## config.mk

```make
export PLATFORM = sky130hd
export DESIGN_NAME = dec_scan_seq
export DESIGN_NICKNAME = d
export VERILOG_FILES = /design/src/rtl/dec_scan_seq.sv
export SDC_FILE = /design/constraint.sdc
export NUM_CORES = 1
export LEC_CHECK = 0
export CAP_MARGIN = 15
export CORE_UTILIZATION = 59
export CTS_BUF_LIST = sky130_fd_sc_hd__clkbuf_8
export DETAILED_ROUTE_END_ITERATION = 10
export PLACE_DENSITY = 0.87
export SYNTH_ARGS = -nofsm -noshare
export SYNTH_HDL_FRONTEND = slang
export SYNTH_SLANG_ARGS = --single-unit
```

## constraint.sdc

```tcl
create_clock -name clk -period 4.1 [get_ports clk]
set_clock_uncertainty 0.15 [all_clocks]
set_input_delay 0.82 -clock clk [delete_from_list [all_inputs] [get_ports clk]]
set_output_delay 0.82 -clock clk [all_outputs]
set_load 0.1 [all_outputs]
```

## src/rtl/dec_scan_seq.sv

```systemverilog
// Round-robin select/enable sequencer for a 3-to-8 decoder, with a one-cycle blanking guard before each channel.
// Latency: start -> guard after 1 edge, enb_ low after 2 edges; no flow control, start ignored while busy.
module dec_scan_seq #(
    parameter int DWELL_W = 8
) (
    input  logic               clk,
    input  logic               rst_,
    input  logic               start,
    input  logic               stop,
    input  logic [7:0]         ch_mask,
    input  logic [DWELL_W-1:0] dwell,
    output logic [2:0]         sel,
    output logic               enb_,
    output logic               busy,
    output logic               frame_done
);

    typedef enum logic [1:0] {IDLE, GUARD, ACTIVE} state_t;

    state_t             state, state_nxt;
    logic [7:0]         mask_q, mask_nxt;
    logic [DWELL_W-1:0] cnt, cnt_nxt;
    logic               stop_q, stop_nxt;
    logic [2:0]         sel_nxt;
    logic               enb_nxt, busy_nxt, fd_nxt;

    function automatic logic [2:0] lowest(input logic [7:0] m);
        lowest = 3'd0;
        for (int i = 7; i >= 0; i--)
            if (m[i]) lowest = 3'(i);
    endfunction

    // Returns {found, index} of the lowest set bit strictly above cur.
    function automatic logic [3:0] next_above(input logic [7:0] m, input logic [2:0] cur);
        next_above = 4'd0;
        for (int i = 7; i >= 0; i--)
            if (m[i] && (i > int'(cur))) next_above = {1'b1, 3'(i)};
    endfunction

    always_comb begin
        logic [3:0] nxt;
        state_nxt = state;
        mask_nxt  = mask_q;
        cnt_nxt   = cnt;
        stop_nxt  = stop_q;
        sel_nxt   = sel;
        enb_nxt   = 1'b1;
        fd_nxt    = 1'b0;
        nxt       = next_above(mask_q, sel);
        case (state)
            IDLE: begin
                if (start && !stop && (ch_mask != 8'd0)) begin
                    state_nxt = GUARD;
                    mask_nxt  = ch_mask;
                    sel_nxt   = lowest(ch_mask);
                end
            end
            GUARD: begin
                state_nxt = ACTIVE;
                cnt_nxt   = dwell;
                enb_nxt   = 1'b0;
                stop_nxt  = stop_q | stop;
            end
            ACTIVE: begin
                stop_nxt = stop_q | stop;
                if (cnt != '0) begin
                    cnt_nxt = cnt - DWELL_W'(1);
                    enb_nxt = 1'b0;
                end else if (stop_q || stop) begin
                    state_nxt = IDLE;
                    stop_nxt  = 1'b0;
                end else if (nxt[3]) begin
                    state_nxt = GUARD;
                    sel_nxt   = nxt[2:0];
                end else begin
                    // Frame wrap: the live mask is only looked at here.
                    fd_nxt   = 1'b1;
                    mask_nxt = ch_mask;
                    if (ch_mask != 8'd0) begin
                        state_nxt = GUARD;
                        sel_nxt   = lowest(ch_mask);
                    end else begin
                        state_nxt = IDLE;
                    end
                end
            end
            default: state_nxt = IDLE;
        endcase
        busy_nxt = (state_nxt != IDLE);
    end

    always_ff @(posedge clk or negedge rst_) begin
        if (!rst_) begin
            state      <= IDLE;
            mask_q     <= 8'd0;
            cnt        <= '0;
            stop_q     <= 1'b0;
            sel        <= 3'd0;
            enb_       <= 1'b1;
            busy       <= 1'b0;
            frame_done <= 1'b0;
        end else begin
            state      <= state_nxt;
            mask_q     <= mask_nxt;
            cnt        <= cnt_nxt;
            stop_q     <= stop_nxt;
            sel        <= sel_nxt;
            enb_       <= enb_nxt;
            busy       <= busy_nxt;
            frame_done <= fd_nxt;
        end
    end

endmodule

```

### Word level (Yosys, flattened, before mapping)

Cells that the tools add are included.

| storage, ports and cells | value |
|---|---|
| flip-flop bits (word level) | 25 |
| bits of input ports | 20 |
| output and inout port bits | 6 |
| logic and storage cells | 88 |

| operators by class | value |
|---|---|
| add/sub/neg operators | 1 |
| magnitude comparators | 7 |
| eq/ne operators | 8 |
| multiplexer cells | 43 |
| bitwise logic cells | 1 |
| reduce and logical (&&, ||, !) cells | 20 |

Operators by type and width:

| kind | number |
|---|---|
| 2-to-1 mux 8 bit | 5 |
| 2-to-1 mux 3 bit | 13 |
| one-hot mux 8 bit (2 select lines) | 2 |
| 2-to-1 mux 4 bit | 7 |
| nonzero test 8 bit | 2 |
| > comparator 3 bit, first input constant | 4 |
| 2-to-1 mux 1 bit | 10 |
| inequality test 2 bit, second input constant | 5 |
| AND reduction 5 bit | 2 |
| logical AND 1 bit | 9 |
| subtractor 8 x 1 -> 8 bit, second input constant | 1 |
| > comparator 2 x 3 -> 1 bit, first input constant | 2 |
| one-hot mux 2 bit (3 select lines) | 1 |
| one-hot mux 3 bit (2 select lines) | 1 |
| nonzero test 2 bit | 3 |
| 2-to-1 mux 2 bit | 2 |
| one-hot mux 1 bit (2 select lines) | 2 |
| > comparator 1 x 3 -> 1 bit, first input constant | 1 |
| inequality test 3 bit, second input constant | 1 |
| == test 2 x 1 -> 1 bit, second input constant | 1 |
| == test 2 bit, second input constant | 1 |
| zero test 2 bit | 1 |
| AND reduction 2 bit | 1 |
| zero test 1 bit | 1 |
| 2 further kinds | 2 |

### Logic depth before layout (Yosys ltp)

Gate-level depths: netlist of run 1.

| logic depth | value |
|---|---|
| word-level depth | 14 |
| mapped depth | 8 |
| gate-level depth less buffers | 8 |

### Worst setup path before layout of run 1

OpenSTA, ideal clock, no wires.

| timing | value |
|---|---|
| path type | flip-flop to flip-flop |
| start | register sel[1] |
| end | register mask_q[1] |
| library setup time | 0.125 ns |
| data arrival time | 2.513 ns |
| required time | 3.825 ns |
| setup slack | 1.313 ns |
| stages on the path, launching flop included | 8 |
| buffers on the path | 1 |
| clock period less this slack | 2.787 ns |
| cell sequence | dfrtp_1 -> clkbuf_8 -> nand2b_1 -> o21ai_0 -> nor2_1 -> a41oi_1 -> nor2_4 -> mux2_2 |

| on the way | value |
|---|---|
| word-level cells in the longest chain between the ends | 11 |
| elaborated cells on any way between the ends | 23 |
| classes of those cells | order compare (7); eq/ne (1); mux (7); reduce/logical (8) |

Ends and longest elaborated chain:

| element | RTL line | text |
|---|---|---|
| start, declared | 12 | `output logic [2:0] sel,` |
| start signal, assigned | 107 | `sel <= sel_nxt;` |
| > comparator 3 bit | 37 | `if (m[i] && (i > int'(cur))) next_above = {1'b1, 3'(i)};` |
| logical AND 1 bit | 37 |  |
| 2-to-1 mux 4 bit (6 in a row) | 37 |  |
| 2-to-1 mux 4 bit (*) | 37 |  |
| inequality test 2 bit (no line) (*) | -- |  |
| AND reduction 5 bit (no line) (*) | -- |  |
| end signal, assigned | 104 | `mask_q <= mask_nxt;` |
| end, declared | 21 | `logic [7:0] mask_q, mask_nxt;` |

Every way passes the cells marked *; elsewhere a longest branch is shown, timed or not.
A chain may end at the register's enable or synchronous reset.

### Worst setup path after layout of run 1

| timing | value |
|---|---|
| start | register sel[1] |
| end | output port sel[1] |

No word-level cell between the ends.

==> metrics.txt, run 1 <==
outcome completed; CTS tree built; ratio of cells with drive above 1 in the final layout 11.44%; Die ar. ~0.0029 mm²; critical path startpoint sel[1]; critical path startpoint category register; initial antenna violation count 0; pin count of the biggest net entering global routing 25; Pwr Total 1532 µW; CP Max Fanout 11; Final Critical Period between 2 and 3 ns; drt drc 0; VDD IR-drop max 613.0 µV; clock transition at the registers of the reported paths 0.09 ns; Slew Limit Fails 0; Post-synth ARST share 100.0%; first-pass GRT wire length roughly 6 mm; Max Root-Sink Buffers 2; Hold WS 0.3655 ns; PostCTS Resize Cnt 0; H-tree depth 1; synthesis-to-layout area growth 21.46%; FP Rows 18; max incr delay on CP around 1.2 ns; Leak Pwr 0.0008026 µW; slew margin rel. between 30% and 40%; Post CTS Setup Buffer Count 0; CP Cell Sequence clkdlybuf4s50_1; most frequent cells in the layout clkdlybuf4s50_1 (25), dfrtp_1 (23), nor2_1 (15); die height between 50 and 60 µm; Pre-antenna DRT Iters 5; vias in the first global route 1351; Yosys warning count 0; hold_buf cts 0; Distinct cells, synth 51; worst path required time between 3 and 4 ns; Synth Register Bits 24; Initial Util 63.34%; CP arrival 2.03 ns; PwrDens 789.7 mW/mm²; Detail Route Antenna Nets 0; GPL Wtd Cong between 0.8 and 0.9; Setup-failing EPs final 0; Slew @ Worst Pin slightly below 1 ns; WL/cell roughly 16 µm; antenna cell count 0; unrepaired setup endpoints after global routing false; Vias 1440; FF-to-FF End mask_q[2]; final wirelength between 3 and 4 mm; GRT Overall Usage 29.10%; vias per inst 6.234; worst reg2reg path startpoint state[0]; Critical Path End Type primary output; WHS Endpoint cnt[6]; R2R depth 7; cell area after synthesis about 0.0016 mm²; critical path class reg -> out; DP Wirelength 2.708 mm; hold depth 1; max-capacitance violation count 0; chip width ~54 µm; Final Non-Filler Cells 231; Gate Count Post-Synth approximately 180; placed insts 226; number of port buffers 25; Skew-Pair Late Insertion Delay 0.28 ns; Bufs and invs on worst path 1; initial DRC count 42; Post-Syn Area per Cell approximately 9 µm²; Post-synth EDFFs 0; syn_nets roughly 200; Final period util 73.07%; HP Start cnt[6]; reg2reg setup slack roughly 1.4 ns; sequential share of the synthesized area 37.67%; CP delay by family, top buffers and inverters; Crit-path slowest cell clkdlybuf4s50_1; Core Area roughly 0.0025 mm²; top_reg_cell synth dfrtp_1; Max Fclk 333.8 MHz; post-route setup TNS 0 ns; Levels on crit path 1; Worst Hold Class reg -> reg; endpoints failing hold 0; CTS sink count 24; clk root buf clkbuf_8; I/O pins 26; Num CTS Buffers 3; grt ovf 0; Final nets 228; commonest non-fill, non-tap cell in the layout clkdlybuf4s50_1
cell usage after synthesis, drive strengths merged, types with 2 or more instances:
cell type   n  area [µm²]
a21oi      15       86.34
mux2i       3       30.03
xor2        2       17.52
and2        3       18.77
clkbuf      4       35.04
nor3b       2       15.01
nor2b       4       25.02
nor4        3       18.77
a211oi      3       22.52
mux2        8       93.84
ha          6       75.07
nand2      10       40.04
or3         2       13.77
o21ai      13       65.06
dfrtp      23       575.6
nor2       16       67.56
a22oi       2       15.01
nand4       3       18.77
nand2b      5       31.28
nand3       3       15.01
a31oi       5       31.28
nor3        4       31.28
o21bai      3       22.52
inv        13       48.80
cell type report:
type | count | area [µm²]
multi-input cells | 132 | 904.6
flip-flops and latches | 24 | 601.8
fillers | 165 | 581.8
repair buffers | 27 | 272.8
inverters | 14 | 52.55
clock buffers | 3 | 41.29
well taps | 30 | 37.54
clock inverters | 1 | 30.03
stage by stage:
step	area (µm²)	util, %	setup slack (ns)
2_1_floorplan	1598	-	1.313
3_3_place_gp	1854	73.51	1.196
3_5_place_dp	1854	73.51	1.088
4_1_cts	1926	76.34	1.109
5_1_grt	1941	76.93	1.052
6_report	1941	76.93	1.104
layer usage:
layer / GRT usage [%] / vias up / routed length, µm
met1: 37.76 / 697 / 1648
met2: 47.53 / 49 / 1760
met3: 4.520 / 11 / 166
li1: - / 683 / -
met4: 12.82 / 0 / 114
met5: 0 / - / 0
power breakdown:
| part | switching, µW | total (µW) | leakage (µW) | internal (µW) |
|---|---|---|---|---|
| logic | 531 | 841 | 0.000486 | 310 |
| registers | 134 | 482 | 0.000281 | 348 |
| clock network | 78.6 | 209 | 0.0000357 | 131 |
| total | 744 | 1530 | 0.000803 | 789 |
worst reg2reg max path, delay by kind of cell (launching register included):
kind / cells / cell delay (ns)
AOI/OAI and AO/OA: 1 / 0.16
muxes: 1 / 0.37
DFF: 1 / 0.45
and+or+nand+nor: 3 / 0.88
buffers and inverters: 1 / 0.14
adders and majority gates: 1 / 0.43
how the worst max path moves through the flow:
stage | to | slack [ns]
floorplan | mask_q[1] | 1.31
global placement | mask_q[3] | 1.20
detailed placement | mask_q[2] | 1.09
CTS | sel[1] | 1.11
global route | sel[1] | 1.05
finish | sel[1] | 1.10
registers in the layout, indices dropped and copies added, names as in the netlist:
register	count
sel	3
busy	1
mask_q	7
state	2
cnt	8
frame_done	1
stop_q	1
enb_	1
logic make-up after synthesis:
logic type | Yosys count | synth area share (%)
fa+ha+maj | 6 | 4.698
compound gates | 53 | 22.01
buf+inv | 19 | 5.717
simple gates | 60 | 21.07
flops | 24 | 37.67
xor+xnor | 2 | 1.097
mux | 11 | 7.753
Power figures use the tool's default switching activity.
==> run 2, diff against run 1 <==
Settings changed: CORE_UTILIZATION 59 to 55, PLACE_DENSITY 0.87 to 0.82.
Clock period 4.1 ns to 2.9 ns, I/O delays scaled along.
==> metrics.txt, run 2 (synthesis gave the netlist of run 1 again) <==
commonest non-fill, non-tap cell in the layout dfrtp_1 (was clkdlybuf4s50_1); endpoints failing hold 0 (unchanged); VDD IR-drop max 1029 µV (was 613.0 µV); critical path class in -> reg (was reg -> out); CP Max Fanout 7 (was 11); antenna cell count 0 (unchanged); Slew @ Worst Pin 0.6487 ns (was 0.9685 ns); chip width 55.90 µm (was 54.04 µm); critical path startpoint ch_mask[0] (was sel[1]); final instance area 0.001901 mm² (was 0.001941 mm²); WL/cell 15.09 µm (was 15.97 µm); unrepaired setup endpoints after global routing false (unchanged); worst reg2reg path startpoint state[0] (unchanged); Worst Hold Class reg -> reg (unchanged); CP arrival 2.53 ns (was 2.03 ns); max FFs per register 8 (unchanged); Max Root-Sink Buffers 2 (unchanged); placed inst area 0.001856 mm² (was 0.001854 mm²); GPL Wtd Cong 0.9498 (was 0.8495); slew margin rel. 56.62% (was 35.23%); FP Rows 19 (was 18); clk root buf clkbuf_8 (unchanged); Slew Limit Fails 0 (unchanged); Skew-Pair Late Insertion Delay 0.26 ns (was 0.28 ns); vias per inst 6.086 (was 6.234); PostCTS Resize Cnt 0 (unchanged); outcome completed (unchanged); Core Area 0.002758 mm² (was 0.002522 mm²); DP Wirelength 2.652 mm (was 2.708 mm); PwrDens 1074 mW/mm² (was 789.7 mW/mm²); final wirelength 3.516 mm (was 3.690 mm); pin count of the biggest net entering global routing 24 (was 25); drt drc 0 (unchanged); Final Critical Period 2.536 ns; post-route setup TNS 0 ns (unchanged); CTS sink count 24 (unchanged); ratio of cells with drive above 1 in the final layout 14.36% (was 11.44%); initial antenna violation count 0 (unchanged); H-tree depth 1 (unchanged); Pre-antenna DRT Iters 4 (was 5); first-pass GRT wire length 6.016 mm (was 6.023 mm); grt ovf 0 (unchanged); HP Start cnt[6] (unchanged); number of port buffers 25 (unchanged); GRT Overall Usage 24.07% (was 29.10%); Final nets 229 (was 228); max-capacitance violation count 0 (unchanged); Post CTS Setup Buffer Count 0 (unchanged); Num CTS Buffers 3 (unchanged); clock transition at the registers of the reported paths 0.08 ns (was 0.09 ns); reg2reg setup slack 0.45 ns (was 1.39 ns); Max Fclk 394.3 MHz; Detail Route Antenna Nets 0 (unchanged); Leak Pwr 0.0008041 µW (was 0.0008026 µW); I/O pins 26 (unchanged); fillers 222 (was 165); critical path startpoint category input port (was register); register name with the most flops cnt (unchanged); most frequent cells in the layout dfrtp_1 (23), clkdlybuf4s50_1 (19), nor2_1 (15) (was clkdlybuf4s50_1 (25), dfrtp_1 (23), nor2_1 (15)); Vias 1418 (was 1440); Initial Util 57.94% (was 63.34%); synthesis-to-layout area growth 18.95% (was 21.46%); Die ar. 0.003125 mm² (was 0.002920 mm²); vias in the first global route 1390 (was 1351); Final period util 87.44%; Setup-failing EPs final 0 (unchanged); hold_buf cts 0 (unchanged); Largest regs cnt: 8 flops, mask_q: 7 flops, sel: 3 flops (unchanged); CTS tree built (unchanged); Critical Path End Type register (was primary output); initial DRC count 76 (was 42); die height 55.90 µm (was 54.04 µm); worst path required time 2.90 ns (was 3.13 ns)
## run 2: cell count changes in the layout (fill, tap and decap cells not counted)
cell,change
buf_8,-1
inv_1,+1
buf_4,+8
bufinv_16,-1
clkdlybuf4s50_1,-6
## run 2: layout make-up
cell class                 count  area [µm²]  area share (%)
multi-input combinational    132       904.6           47.60
clock inverter                 1       3.754          0.1975
inverter                      14       52.55           2.765
timing repair buffer          28       257.7           13.56
sequential                    24       601.8           31.67
tap                           31       38.79           2.041
clock buffer                   3       41.29           2.172
## run 2: path summary, 6_finish.rpt
check | to | cells past startpoint
setup / recovery | mask_q[2] | 7
hold / removal | cnt[6] | 1
setup reg to reg | cnt[6] | 8
hold reg to reg | cnt[6] | 1
max in group asynchronous | mask_q[2] | 2
min in group asynchronous | cnt[4] | 1
## run 2: routing by layer
metal | vias up | track usage [%] | routed length, µm
met2 | 47 | 43.72 | 1799
met4 | 0 | 8.362 | 75
met1 | 674 | 29.80 | 1521
met3 | 8 | 2.326 | 120
met5 | - | 0 | 0
li1 | 689 | - | -
## run 2: power by group
group	leakage, µW	total, µW	switching (µW)	internal [µW]
Clock	0.0000269	200	105	94.5
Combinational	0.000496	1170	745	423
Sequential	0.000281	673	181	492
## run 2: metrics by stage
| step | worst slack [ns] | total power [µW] | util [%] | hold WS (ns) | instances |
|---|---|---|---|---|---|
| after floorplan | 0.1126 | 1581 | - | 0.1344 | 175 |
| after global placement | 0.2126 | 1791 | 67.29 | 0.3213 | 229 |
| after detailed placement | 0.09912 | 1837 | 67.29 | 0.3189 | 229 |
| after CTS | 0.3720 | 2042 | 68.92 | 0.3338 | 233 |
| after global routing | 0.2489 | 2185 | 68.92 | 0.3414 | 233 |
| final | 0.3641 | 2041 | 68.92 | 0.3366 | 233 |
## run 2: worst max-delay path, cell delays in order
cell and delay (ns):
clkdlybuf4s50_1 0.46, nor4_1 0.48, a21oi_1 0.17, and2_1 0.19, a31oi_1 0.25, nor2_4 0.12
mux2_2 0.28
==> run 3, diff against run 2 <==
Settings changed: PLACE_DENSITY 0.82 to not set, PLACE_DENSITY_LB_ADDON set to 0.25.
==> metrics.txt, run 3 (synthesis gave the netlist of run 1 again) <==
drt drc 0 (unchanged); max incr delay on CP 0.47 ns (was 0.48 ns); CP Max Fanout 7 (unchanged); multi-input logic area 904.6 µm² (unchanged); register name with the most flops cnt (unchanged); Slew Limit Fails 0 (unchanged); max-capacitance violation count 0 (unchanged); clock share of power 11.1% (was 9.8%); GPL Wtd Cong 0.8925 (was 0.9498); Max Root-Sink Buffers 2 (unchanged); Gate power share 56.5% (was 57.2%); grt ovf 0 (unchanged); fillers 222 (unchanged); WHS Endpoint cnt[6] (unchanged); endpoints failing hold 0 (unchanged); initial DRC count 78 (was 76); CP Cell Sequence clkdlybuf4s50_1 > nor4_1 > a21oi_1 > and2_1 > a31oi_1 > nor2_4 > mux2_2 (unchanged); FP Rows 19 (unchanged); worst path required time 2.90 ns (about the same); hold depth 1 (unchanged); Seq pwr share 32.5% (was 33.0%); VDD IR-drop max 889.9 µV (was 1029 µV); HP Start cnt[6] (unchanged); CTS sink count 24 (unchanged); CTS tree built (unchanged); Vias 1406 (was 1418); CP delay by family, top simple AND/OR/NAND/NOR gates (unchanged); WL/cell 16.09 µm (was 15.09 µm); R2R depth 6 (was 8); Sw Share 50.38% (was 50.51%); synthesis-to-layout area growth 19.11% (was 18.95%); Critical Path End Type register (unchanged); Detail Route Antenna Nets 0 (unchanged); reg2reg setup slack 0.44 ns (was 0.45 ns); Core Area 0.002758 mm² (unchanged); register area 601.8 µm² (unchanged); first-pass GRT wire length 6.437 mm (was 6.016 mm); outcome completed (unchanged); final wirelength 3.733 mm (was 3.516 mm); Leak Pwr 0.0008005 µW (was 0.0008041 µW); Largest regs cnt: 8 flops, mask_q: 7 flops, sel: 3 flops (unchanged); chip width 55.90 µm (unchanged); initial antenna violation count 0 (unchanged); Psw 1054 µW (was 1031 µW); PostCTS Resize Cnt 0 (unchanged); pre-CTS setup slack 0.1479 ns (was 0.09912 ns); Die ar. 0.003125 mm² (unchanged); clk root buf clkbuf_8 (unchanged); PwrDens 1099 mW/mm² (was 1074 mW/mm²); hold_buf cts 0 (unchanged); Levels on crit path 7 (unchanged); post-route setup TNS 0 ns (unchanged); unrepaired setup endpoints after global routing false (unchanged); vias in the first global route 1398 (was 1390); CP arrival 2.55 ns (was 2.53 ns); Max Fclk 393.1 MHz (was 394.3 MHz); number of port buffers 25 (unchanged); Initial Util 57.94% (unchanged); commonest non-fill, non-tap cell in the layout dfrtp_1 (unchanged); worst reg2reg path startpoint cnt[4] (was state[0]); most frequent cells in the layout dfrtp_1 (23), clkdlybuf4s50_1 (19), nor2_1 (15) (unchanged); DP Wirelength 2.811 mm (was 2.652 mm); Post CTS Setup Buffer Count 0 (unchanged); Slew @ Worst Pin 0.4418 ns (was 0.6487 ns); Final Critical Period 2.544 ns (was 2.536 ns); critical path class in -> reg (unchanged); Num CTS Buffers 3 (unchanged); I/O pins 26 (unchanged); slew margin rel. 70.28% (was 56.62%); Skew-Pair Late Insertion Delay 0.27 ns (was 0.26 ns); GRT Overall Usage 26.15% (was 24.07%); Final nets 228 (was 229); Setup-failing EPs final 0 (unchanged); H-tree depth 1 (unchanged); FF-to-FF End sel[1] (was cnt[6]); pin count of the biggest net entering global routing 25 (was 24); final worst setup slack 0.3560 ns (was 0.3641 ns); Worst Hold Class reg -> reg (unchanged); max FFs per register 8 (unchanged); Crit-path slowest cell clkdlybuf4s50_1 (was nor4_1); die height 55.90 µm (unchanged); ratio of cells with drive above 1 in the final layout 14.43% (was 14.36%); critical path startpoint category input port (unchanged); Bufs and invs on worst path 1 (unchanged); antenna cell count 0 (unchanged); Final period util 87.72% (was 87.44%); Int Power 1038 µW (was 1010 µW); Pre-antenna DRT Iters 4 (unchanged); vias per inst 6.060 (was 6.086); clock transition at the registers of the reported paths 0.08 ns (about the same)
## run 3: worst max-delay path by stage
stage,slack [ns],end,start
after floorplan,0.11,mask_q[1],sel[1]
after global placement,0.23,mask_q[4],ch_mask[4]
after detailed placement,0.15,mask_q[3],ch_mask[3]
after CTS,0.38,mask_q[3],ch_mask[0]
after global routing,0.22,mask_q[2],ch_mask[4]
final,0.36,mask_q[3],ch_mask[6]
## run 3: per-layer routing
metal / share of wire [%] / GRT usage [%] / vias up
met4: 1.6 / 8.014 / 0
met2: 53 / 48.36 / 36
met5: 0 / 0 / -
met1: 41 / 31.47 / 682
li1: - / - / 680
met3: 4.1 / 3.488 / 8
## run 3: through the flow
stage               power (µW)  std cells  hold slack, ns  instance area [µm²]  util, %
floorplan                 1581        175          0.1344                 1598        -
global placement          1791        228          0.3275                 1848    67.01
detailed placement        1851        228          0.3621                 1848    67.01
CTS                       2085        232          0.3740                 1903    69.01
global route              2245        232          0.3892                 1903    69.01
finish                    2091        232          0.3819                 1903    69.01
## run 3: layout make-up
type / instances / area share (%)
flip-flops and latches: 24 / 31.62
well taps: 31 / 2.038
clock buffers: 4 / 2.893
multi-input cells: 132 / 47.53
repair buffers: 27 / 13.15
inverters: 14 / 2.761
## run 3: power by group through the flow
stage / clock network (µW) / logic [µW] / registers [µW]
3_5_place_dp: 0 / 1170 / 682
6_report: 232 / 1180 / 679
3_3_place_gp: 0 / 1130 / 666
4_1_cts: 234 / 1170 / 677
5_1_grt: 247 / 1290 / 704
2_1_floorplan: 0 / 729 / 851
